## config.mk

```make
export PLATFORM = sky130hd
export DESIGN_NAME = pc_sequencer
export DESIGN_NICKNAME = d
export VERILOG_FILES = /design/src/rtl/pc_sequencer.sv
export SDC_FILE = /design/constraint.sdc
export NUM_CORES = 1
export LEC_CHECK = 0
export ABC_AREA = 1
export BUFFER_PORTS_ARGS = -buffer_cell sky130_fd_sc_hd__buf_4
export CORE_ASPECT_RATIO = 2
export CORE_MARGIN = 1
export CORE_UTILIZATION = 50
export DETAILED_ROUTE_END_ITERATION = 10
export PLACE_DENSITY = 0.79
export SYNTH_ARGS = -nofsm -noshare
export SYNTH_HDL_FRONTEND = slang
export SYNTH_SLANG_ARGS = --single-unit
```

## constraint.sdc

```tcl
create_clock -name clk -period 2.1 [get_ports clk]
set_input_delay 0.21 -clock clk [delete_from_list [all_inputs] [get_ports clk]]
set_output_delay 0.21 -clock clk [all_outputs]
set_load 0.01 [all_outputs]
```

## src/rtl/pc_sequencer.sv

```systemverilog
// Program counter and run/step/halt control for the single-cycle datapath.
// Optional PC_LIMIT_EN macro: halt once the next PC reaches PC_LIMIT.
module pc_sequencer #(
    parameter logic [31:0] RESET_ADDR = 32'h0000_0000,
    parameter logic [31:0] PC_LIMIT   = 32'h0000_0100
) (
    input  logic        clk,
    input  logic        rst,
    input  logic        start,
    input  logic        step,
    input  logic        halt_req,
    input  logic [31:0] Next_Addr,
    output logic [31:0] Fetch_Addr,
    output logic        exec_en,
    output logic        running,
    output logic        halted,
    output logic [31:0] Retired_Count
);

    typedef enum logic [1:0] {
        IDLE,
        RUN,
        STEP,
        HALT
    } state_t;

    state_t      state_q, state_d;
    logic [31:0] pc_q;
    logic [31:0] cnt_q;
    logic        limit_hit;

`ifdef PC_LIMIT_EN
    assign limit_hit = (Next_Addr >= PC_LIMIT);
`else
    logic unused_limit;
    assign unused_limit = ^PC_LIMIT;
    assign limit_hit    = 1'b0;
`endif

    always_ff @(posedge clk or posedge rst) begin
        if (rst) begin
            state_q <= IDLE;
            pc_q    <= RESET_ADDR;
            cnt_q   <= 32'd0;
        end else begin
            state_q <= state_d;
            if (exec_en) begin
                pc_q  <= Next_Addr;
                cnt_q <= cnt_q + 32'd1;
            end
        end
    end

    always_comb begin
        state_d = state_q;
        unique case (state_q)
            IDLE: begin
                if (halt_req)   state_d = HALT;
                else if (start) state_d = RUN;
                else if (step)  state_d = STEP;
            end
            RUN: begin
                if (halt_req || limit_hit) state_d = HALT;
            end
            STEP: begin
                if (halt_req || limit_hit) state_d = HALT;
                else                       state_d = IDLE;
            end
            HALT: state_d = HALT;
            default: state_d = IDLE;
        endcase
    end

    // Moore decode: exec_en falls with the state, so reset kills a commit at once.
    assign exec_en       = (state_q == RUN) || (state_q == STEP);
    assign running       = (state_q == RUN);
    assign halted        = (state_q == HALT);
    assign Fetch_Addr    = pc_q;
    assign Retired_Count = cnt_q;

endmodule

```

==> summary.md, run 1 <==
| Metric | Value |
|---|---|
| Final nets | `around 520` |
| Placed insts | `530` |
| Share of the clock period used by the worst path | `between 80% and 90%` |
| Critical Path Sink Type | `register` |
| Cell variety after synth | `20` |
| Reg2reg start | `state_q[0]$_DFFE_PP0P_` |
| Initial Util | `between 50% and 60%` |
| Critical path fanouts, max | `9` |
| Yosys Warn Count | `0` |
| Via count | `approximately 2900` |
| Fmax | `about 550 MHz` |
| Clock latency at the later pin of the worst-skew pair | `approximately 0.33 ns` |
| Clock root cell | `clkbuf_16` |
| Chip width | `between 50 and 60 um` |
| Mapped cell area | `~3100 sq um` |
| Synthesized instance count | `between 300 and 400` |
| Maximum vdd drop | `0.000980 V` |
| Max-cap violations | `0` |
| 1st-pass router iterations | `9` |
| Gr ovfl total | `0` |
| Final core occ | `a little under three quarters` |
| Failing checks | `design-rule violations` |
| RR Endpoint | `Retired_Count[26]$_DFFE_PP0P_` |
| Power Density | `between 1000 and 1500 nW/um^2` |
| Placed inst area | `between 3000 and 4000 sq um` |
| Sequential area share after synthesis | `a little over half` |
| Relative slew slack | `approximately 77%` |
| RSZ-0062 raised after global routing | `false` |
| Core Area | `around 6000 sq um` |
| Final routed DRC violation total | `6` |
| Wire per inst | `approximately 14 um` |
| Mapped Nets | `409` |
| Post-DP HPWL | `~5700 um` |
| Status | `complete, but fails checks` |
| Cell repeated most along the worst path | `nand2_1` |
| CP cell instances | `inv_1 > ha_1 > nand2_1 > nor2_4 > nand2_2 > nor2_8 > nand3_1 > nand2_1 > nand2_1` |
| Number of placement rows | `40` |
| Slowest cell on crit path | `ha_1` |
| Final Hold Fails | `0` |
| Ports | `roughly 100` |
| Largest net degree at the start of global routing | `67` |
| Post-CTS Setup Inserts | `0` |
| Delay-heaviest family, CP | `simple AND/OR/NAND/NOR gates` |
| Hold endpoint | `Fetch_Addr[11]$_DFFE_PP0P_` |
| Crit path buf inv count | `1` |
| CTS H-tree depth | `3` |
| Post-synthesis average cell area | `about 8.4 sq um` |
| HP Start | `Next_Addr[11]` |
| Initial antenna violation count | `0` |
| WS Path Type | `reg2reg` |
| Area Growth Syn to Fin | `37.8%` |
| Finished layout cell area | `4260 sq um` |
| Total chip power | `around 5.8 mW` |
| Vias per cell | `5.25` |
| Die ar. | `6520 sq um` |
| Final cell count without fillers | `around 550` |
| Share of layout cells above drive strength 1 | `between 20% and 30%` |
| Clock-pin slew on the worst setup and hold paths | `0.05 ns` |
| Bufs on Longest Clock Path | `2` |
| Inserted Clock Buffers | `9` |
| Final Skew | `around 0.0041 ns` |
| R2R depth | `9` |
| Detail Route Antenna Nets | `0` |
| I/O Buffers | `a little over 100` |
| Global router's overall resource usage | `25.8%` |
| First-pass GRT wire length | `about 13000 um` |
| Yosys reg bits | `66` |
| Slew @ Worst Pin | `about 0.34 ns` |
| WHS Path Cells | `3` |
| WL final | `around 7800 um` |
| Endpoints failing setup | `0` |
| N_diodes | `0` |
| R2R setup slack | `between 0.2 and 0.3 ns` |
| Number of global-route vias before repair | `2812` |
| Slowest stage delay, CP | `approximately 0.4 ns` |
| Initial DRC count | `115` |
| Setup TNS | `0 ns` |
| Routability cong. | `between 0.8 and 0.9` |
| Final slew viol count | `0` |
| Die height | `113 um` |
| Leakage | `~2.3 nW` |
| Clock sinks | `66` |
| Req. time, crit path | `~2.3 ns` |
| CTS tree | `built` |
| Crit path DAT | `a little over 2 ns` |
| Tmin final | `roughly 1.8 ns` |
| Startpoint types | `register` |
| HP Class | `in2reg` |
## worst register-to-register path, delay by kind of cell, from the launching register on
| kind | cells | cell delay, ns |
|---|---|---|
| AND/OR/NAND/NOR | 7 | 0.83 |
| adder cells (fa/ha/maj) | 1 | 0.40 |
| flip-flops | 1 | 0.37 |
| buffers and inverters | 1 | 0.08 |
## layout make-up
| cell class | count | area (sq um) |
|---|---|---|
| inverters | 22 | 82.6 |
| repair buffers | 108 | 826 |
| clock inverters | 5 | 55.1 |
| multi-input cells | 272 | 1330 |
| fillers | 505 | 1750 |
| well taps | 63 | 78.8 |
| clock buffers | 10 | 239 |
| flip-flops and latches | 66 | 1650 |
## routing by layer
layer | global-route usage (%) | part of all wire [%] | wire length [um] | up-vias
li1 | - | - | - | 1375
met1 | 26.6 | 35 | 2730 | 1347
met2 | 45.0 | 56 | 4330 | 109
met3 | 5.49 | 4.3 | 338 | 33
met4 | 17.2 | 4.9 | 380 | 0
met5 | 0 | 0 | 0 | -
## flip-flops by register name, summed over array words and instances, names as in the netlist
signal and count:
state_q 2, Fetch_Addr 32, Retired_Count 32
## Yosys cell counts
cell	n	area, sq um
xnor2_1	7	61.3
inv_2	1	3.75
nor2_2	1	6.26
nand4_1	22	138
buf_4	1	7.51
nand3_1	11	55.1
clkbuf_1	6	22.5
nand2_1	168	631
a22oi_1	1	7.51
nand2_4	1	11.3
nand3b_1	7	52.6
inv_1	21	78.8
nor2_1	28	105
ha_1	5	62.6
nand2_2	3	18.8
xor2_1	9	78.8
dfrtp_1	66	1650
nor2_8	2	40.0
o21ai_0	3	15.0
nor2_4	4	45.0
## layout by cell type, fill, tap and decap left out, types with 2 or more instances in the layout
cell        synthesis  final
nor2_4              4      4
buf_4               1    106
inv_1              21     20
clkinv_2            0      2
nand3_1            11     11
nand2_2             3      3
xnor2_1             7      7
nand4_1            22     22
clkinvlp_4          0      2
dfrtp_1            66     66
nor2_8              2      2
clkbuf_16           0      9
nand2_1           168    168
inv_2               1      2
nor2_1             28     28
xor2_1              9      9
nand3b_1            7      7
ha_1                5      5
o21ai_0             3      3
## report_power, final
part,total (mW),switching [mW],internal (mW)
Clock,1.46,0.519,0.938
Combinational,2.39,1.39,0.999
Sequential,1.98,0.282,1.70
Total,5.82,2.19,3.64
## what timing repair did
item,4_1_cts,5_1_grt
hold buffers,1,0
resized for setup,0,0
hold endpoints to repair,66,0
## worst max path at each step
stage / slack, ns / start / to / depth (start not counted)
2_1_floorplan: 0.24 / rst / Fetch_Addr[0]$_DFFE_PP0P_ / 1
3_3_place_gp: 0.35 / state_q[0]$_DFFE_PP0P_ / Retired_Count[26]$_DFFE_PP0P_ / 9
3_5_place_dp: 0.29 / state_q[0]$_DFFE_PP0P_ / Retired_Count[30]$_DFFE_PP0P_ / 9
4_1_cts: 0.29 / state_q[0]$_DFFE_PP0P_ / Retired_Count[30]$_DFFE_PP0P_ / 9
5_1_grt: 0.12 / state_q[0]$_DFFE_PP0P_ / Retired_Count[26]$_DFFE_PP0P_ / 9
6_report: 0.30 / state_q[0]$_DFFE_PP0P_ / Retired_Count[26]$_DFFE_PP0P_ / 9
## metrics by stage
step	hold WS (ns)	worst slack, ns
after floorplan	0.327	0.235
final	0.0839	0.297
after detailed placement	0.317	0.289
after CTS	0.0744	0.285
after global placement	0.316	0.353
after global routing	0.0907	0.118
## logic make-up after synthesis
| family | count (synthesis) | synth area share, % |
|---|---|---|
| compound gates | 4 | 0.728 |
| xor+xnor | 16 | 4.53 |
| fa+ha+maj | 5 | 2.02 |
| buf+inv | 29 | 3.64 |
| flops | 66 | 53.4 |
| simple gates | 247 | 35.7 |
Note: power is estimated with default switching activity, not from simulation.
==> run 2, diff against run 1 <==
Settings changed: ABC_AREA 1 to default, CORE_UTILIZATION 50 to 49.
==> run 2 against run 1 <==
The run now ends clean; cell area decreased by 9.0%; final cell count is 28% lower; wire length fell by 22%; sequential power is essentially flat; via count is 27% lower; setup slack got worse by 0.12 ns; clock power down 40%; synthesized area decreased by 9.0%; synthesized cell count is 42% lower; critical endpoint is now exec_en; highest routed layer unchanged.
==> summary.md, run 2 <==
| Metric | Value |
|---|---|
| I/O Buffers | `103 (unchanged)` |
| Relative slew slack | `62.3% (-15 points)` |
| Maximum vdd drop | `0.00104 V (+6.1%)` |
| N_diodes | `0 (unchanged)` |
| Finished layout cell area | `3880 sq um (-9.0%)` |
| WL final | `6050 um (-22%)` |
| Yosys Warn Count | `0 (unchanged)` |
| Total chip power | `5.10 mW (-12%)` |
| CTS H-tree depth | `3 (unchanged)` |
| Req. time, crit path | `1.89 ns (-0.42 ns)` |
| Clock root cell | `clkbuf_8` |
| First-pass GRT wire length | `9630 um (-24%)` |
| WS Path Type | `reg2out` |
| Via count | `2082 (-27%)` |
| Critical Path Sink Type | `output port` |
| Max Used Layer | `met4` |
| Final Hold Fails | `0 (unchanged)` |
| Setup TNS | `0 ns (unchanged)` |
| Ports | `104 (unchanged)` |
| Slew @ Worst Pin | `0.551 ns (+0.212 ns)` |
| Mapped cell area | `2810 sq um (-9.0%)` |
| CTS tree | `built` |
| Dominant synthesized flop cell | `dfrtp_1` |
| Sw Pwr | `1.67 mW (-23%)` |
| Bufs on Longest Clock Path | `2 (unchanged)` |
| Power Density | `1320 nW/um^2 (-3.7%)` |
| Top-area cell type share of the netlist area | `58.7% (+5.3 points)` |
| Length of routed met2 wiring | `3410 um (-21%)` |
| Switching share of power | `32.8% (-4.8 points)` |
| WL met1 | `2190 um (-20%)` |
| Initial DRC count | `59 (-49%)` |
| Max-cap violations | `0 (unchanged)` |
| Metal3 WL | `333 um (-1.5%)` |
| Post-synthesis average cell area | `13.1 sq um (+56%)` |
| Fmax | `520 MHz (-6.3%)` |
| Leakage | `1.90 nW (-18%)` |
| Seq pwr share | `38.7% (+4.7 points)` |
| Cell variety after synth | `26 (+30%)` |
| Post-synth top area cell | `dfrtp_1` |
| Die height | `109 um (-3.6%)` |
| Placed inst area | `3710 sq um (-6.2%)` |
| Slowest stage delay, CP | `0.39 ns (about the same)` |
| Count leader, synth | `dfrtp_1` |
| 1st-pass router iterations | `4 (-5)` |
| Detail Route Antenna Nets | `0 (unchanged)` |
| Mapped Nets | `256 (-37%)` |
| Commonest non-fill, non-tap cell in the layout | `buf_4` |
| Critical path fanouts, max | `33 (+24)` |
| Internal | `3.43 mW (-5.7%)` |
| Post-CTS Setup Inserts | `0 (unchanged)` |
| Synth cell count leaders | `dfrtp_1, mux2_2, xnor2_1` |
| Yosys reg bits | `66 (unchanged)` |
| Largest net degree at the start of global routing | `67 (unchanged)` |
| CP cell instances | `inv_1 > ha_1 > buf_4 > buf_4` |
| Startpoint types | `register` |
| Final nets | `374 (-28%)` |
| Synthesized instance count | `214 (-42%)` |
| Clk network pwr share | `17.1% (-7.9 points)` |
| Global router's overall resource usage | `20.9% (-4.9 points)` |
| Core Area | `5470 sq um (-9.0%)` |
| Clock latency at the later pin of the worst-skew pair | `0.33 ns (about the same)` |
| Routability cong. | `0.777 (-13%)` |
| Initial antenna violation count | `0 (unchanged)` |
| Die ar. | `6070 sq um (-7.0%)` |
| Gr ovfl total | `0 (unchanged)` |
| RSZ-0062 raised after global routing | `false` |
| Number of placement rows | `38 (-5.0%)` |
| Inserted Clock Buffers | `9 (unchanged)` |
| Status | `finished, final reports clean` |
| Sequential area share after synthesis | `58.7% (+5.3 points)` |
| Synth top area cells | `dfrtp_1, mux2_2, xnor2_1, xor2_1, nand3_1` |
| Final Skew | `0.00859 ns (+0.00446 ns)` |
| Tmin final | `1.92 ns (+0.121 ns)` |
| Slowest cell on crit path | `buf_4` |
| Initial Util | `51.4% (about the same)` |
| Most frequent cells in the layout | `buf_4, dfrtp_1, mux2_2, xnor2_1, nand3_1` |
| Share of the clock period used by the worst path | `91.6% (+5.8 points)` |
| Endpoints failing setup | `0 (unchanged)` |
| Area Growth Syn to Fin | `37.9% (about the same)` |
| Post-DP HPWL | `4490 um (-21%)` |
| Combinational Power Share | `44.2% (+3.2 points)` |
| Wire per inst | `15.3 um (+7.5%)` |
| Crit path DAT | `1.71 ns (-0.31 ns)` |
| HP Class | `in2reg` |
| Share of layout cells above drive strength 1 | `49.3% (+21 points)` |
| Final routed DRC violation total | `0 (-6)` |
| Post-synth EDFFs | `0 (unchanged)` |
| Clock sinks | `66 (unchanged)` |
| Clock-pin slew on the worst setup and hold paths | `0.07 ns (+0.02 ns)` |
| Chip width | `55.6 um (-3.5%)` |
| Cell repeated most along the worst path | `buf_4` |
| Vias per cell | `5.27 (+0.49%)` |
| Number of global-route vias before repair | `2113 (-25%)` |
| Async SR Flop Fraction | `100% (unchanged)` |
| Final slew viol count | `0 (unchanged)` |
-- run 2: cell families after synthesis --
kind of cell    synth area share [%]
compound gates                  1.29
xor+xnor                        9.65
fa+ha+maj                       2.22
buf+inv                         1.91
flops                           58.7
mux                             13.2
simple gates                    13.0
-- run 2: power by group through the flow --
stage / Sequential, mW / Combinational (mW) / Clock, mW
2_1_floorplan: 2.14 / 1.16 / 0
3_3_place_gp: 1.97 / 2.24 / 0
3_5_place_dp: 1.99 / 2.29 / 0
4_1_cts: 1.97 / 2.29 / 0.902
5_1_grt: 2.03 / 2.44 / 0.949
6_report: 1.97 / 2.26 / 0.872
-- run 2: per-stage QoR --
step                setup WS, ns  utilization, %  hold slack, ns  instances
floorplan                  0.141               -           0.362        214
global route              0.0180            70.9          0.0883        395
CTS                        0.144            70.8          0.0889        395
detailed placement         0.218            67.8           0.319        380
global placement           0.271            67.8           0.314        380
finish                     0.176            70.9           0.108        395
-- run 2: final cells by class --
| type | instances | area (sq um) |
|---|---|---|
| Timing Repair Buffer | 111 | 848 |
| Clock buffer | 14 | 153 |
| Sequential cell | 66 | 1650 |
| Tap cell | 60 | 75.1 |
| Fill cell | 419 | 1590 |
| Multi-Input combinational cell | 134 | 1110 |
| Inverter | 10 | 37.5 |
-- run 2: critical path, delay by kind of cell, from the launching register on --
kind / cells / cell delay, ns
adder cells (fa/ha/maj): 1 / 0.33
buffers and inverters: 3 / 0.67
flip-flops: 1 / 0.38
-- run 2: what timing repair did --
action | 4_1_cts | 5_1_grt
hold endpoints to repair | 66 | 0
resized for setup | 0 | 1
hold buffers | 1 | 0
endpoints found under the setup margin | 0 | 1
-- run 2: final timing paths --
path	start	depth (start not counted)	slack [ns]	end
worst max register to register	state_q[1]$_DFFE_PP0P_	6	0.22	Retired_Count[12]$_DFFE_PP0P_
max in group asynchronous	rst	4	1.30	Fetch_Addr[6]$_DFFE_PP0P_
worst min-delay path	Next_Addr[17]	2	0.11	Fetch_Addr[17]$_DFFE_PP0P_
worst max-delay path	state_q[1]$_DFFE_PP0P_	4	0.18	exec_en
worst min register to register	Retired_Count[31]$_DFFE_PP0P_	1	0.48	Retired_Count[31]$_DFFE_PP0P_
min in group asynchronous	rst	4	0.51	Fetch_Addr[28]$_DFFE_PP0P_
-- run 2: per-layer routing --
| metal | GRT usage (%) | up-vias |
|---|---|---|
| met1 | 21.7 | 1025 |
| met2 | 38.1 | 67 |
| met5 | 0 | - |
| met3 | 6.29 | 10 |
| li1 | - | 980 |
| met4 | 9.11 | 0 |
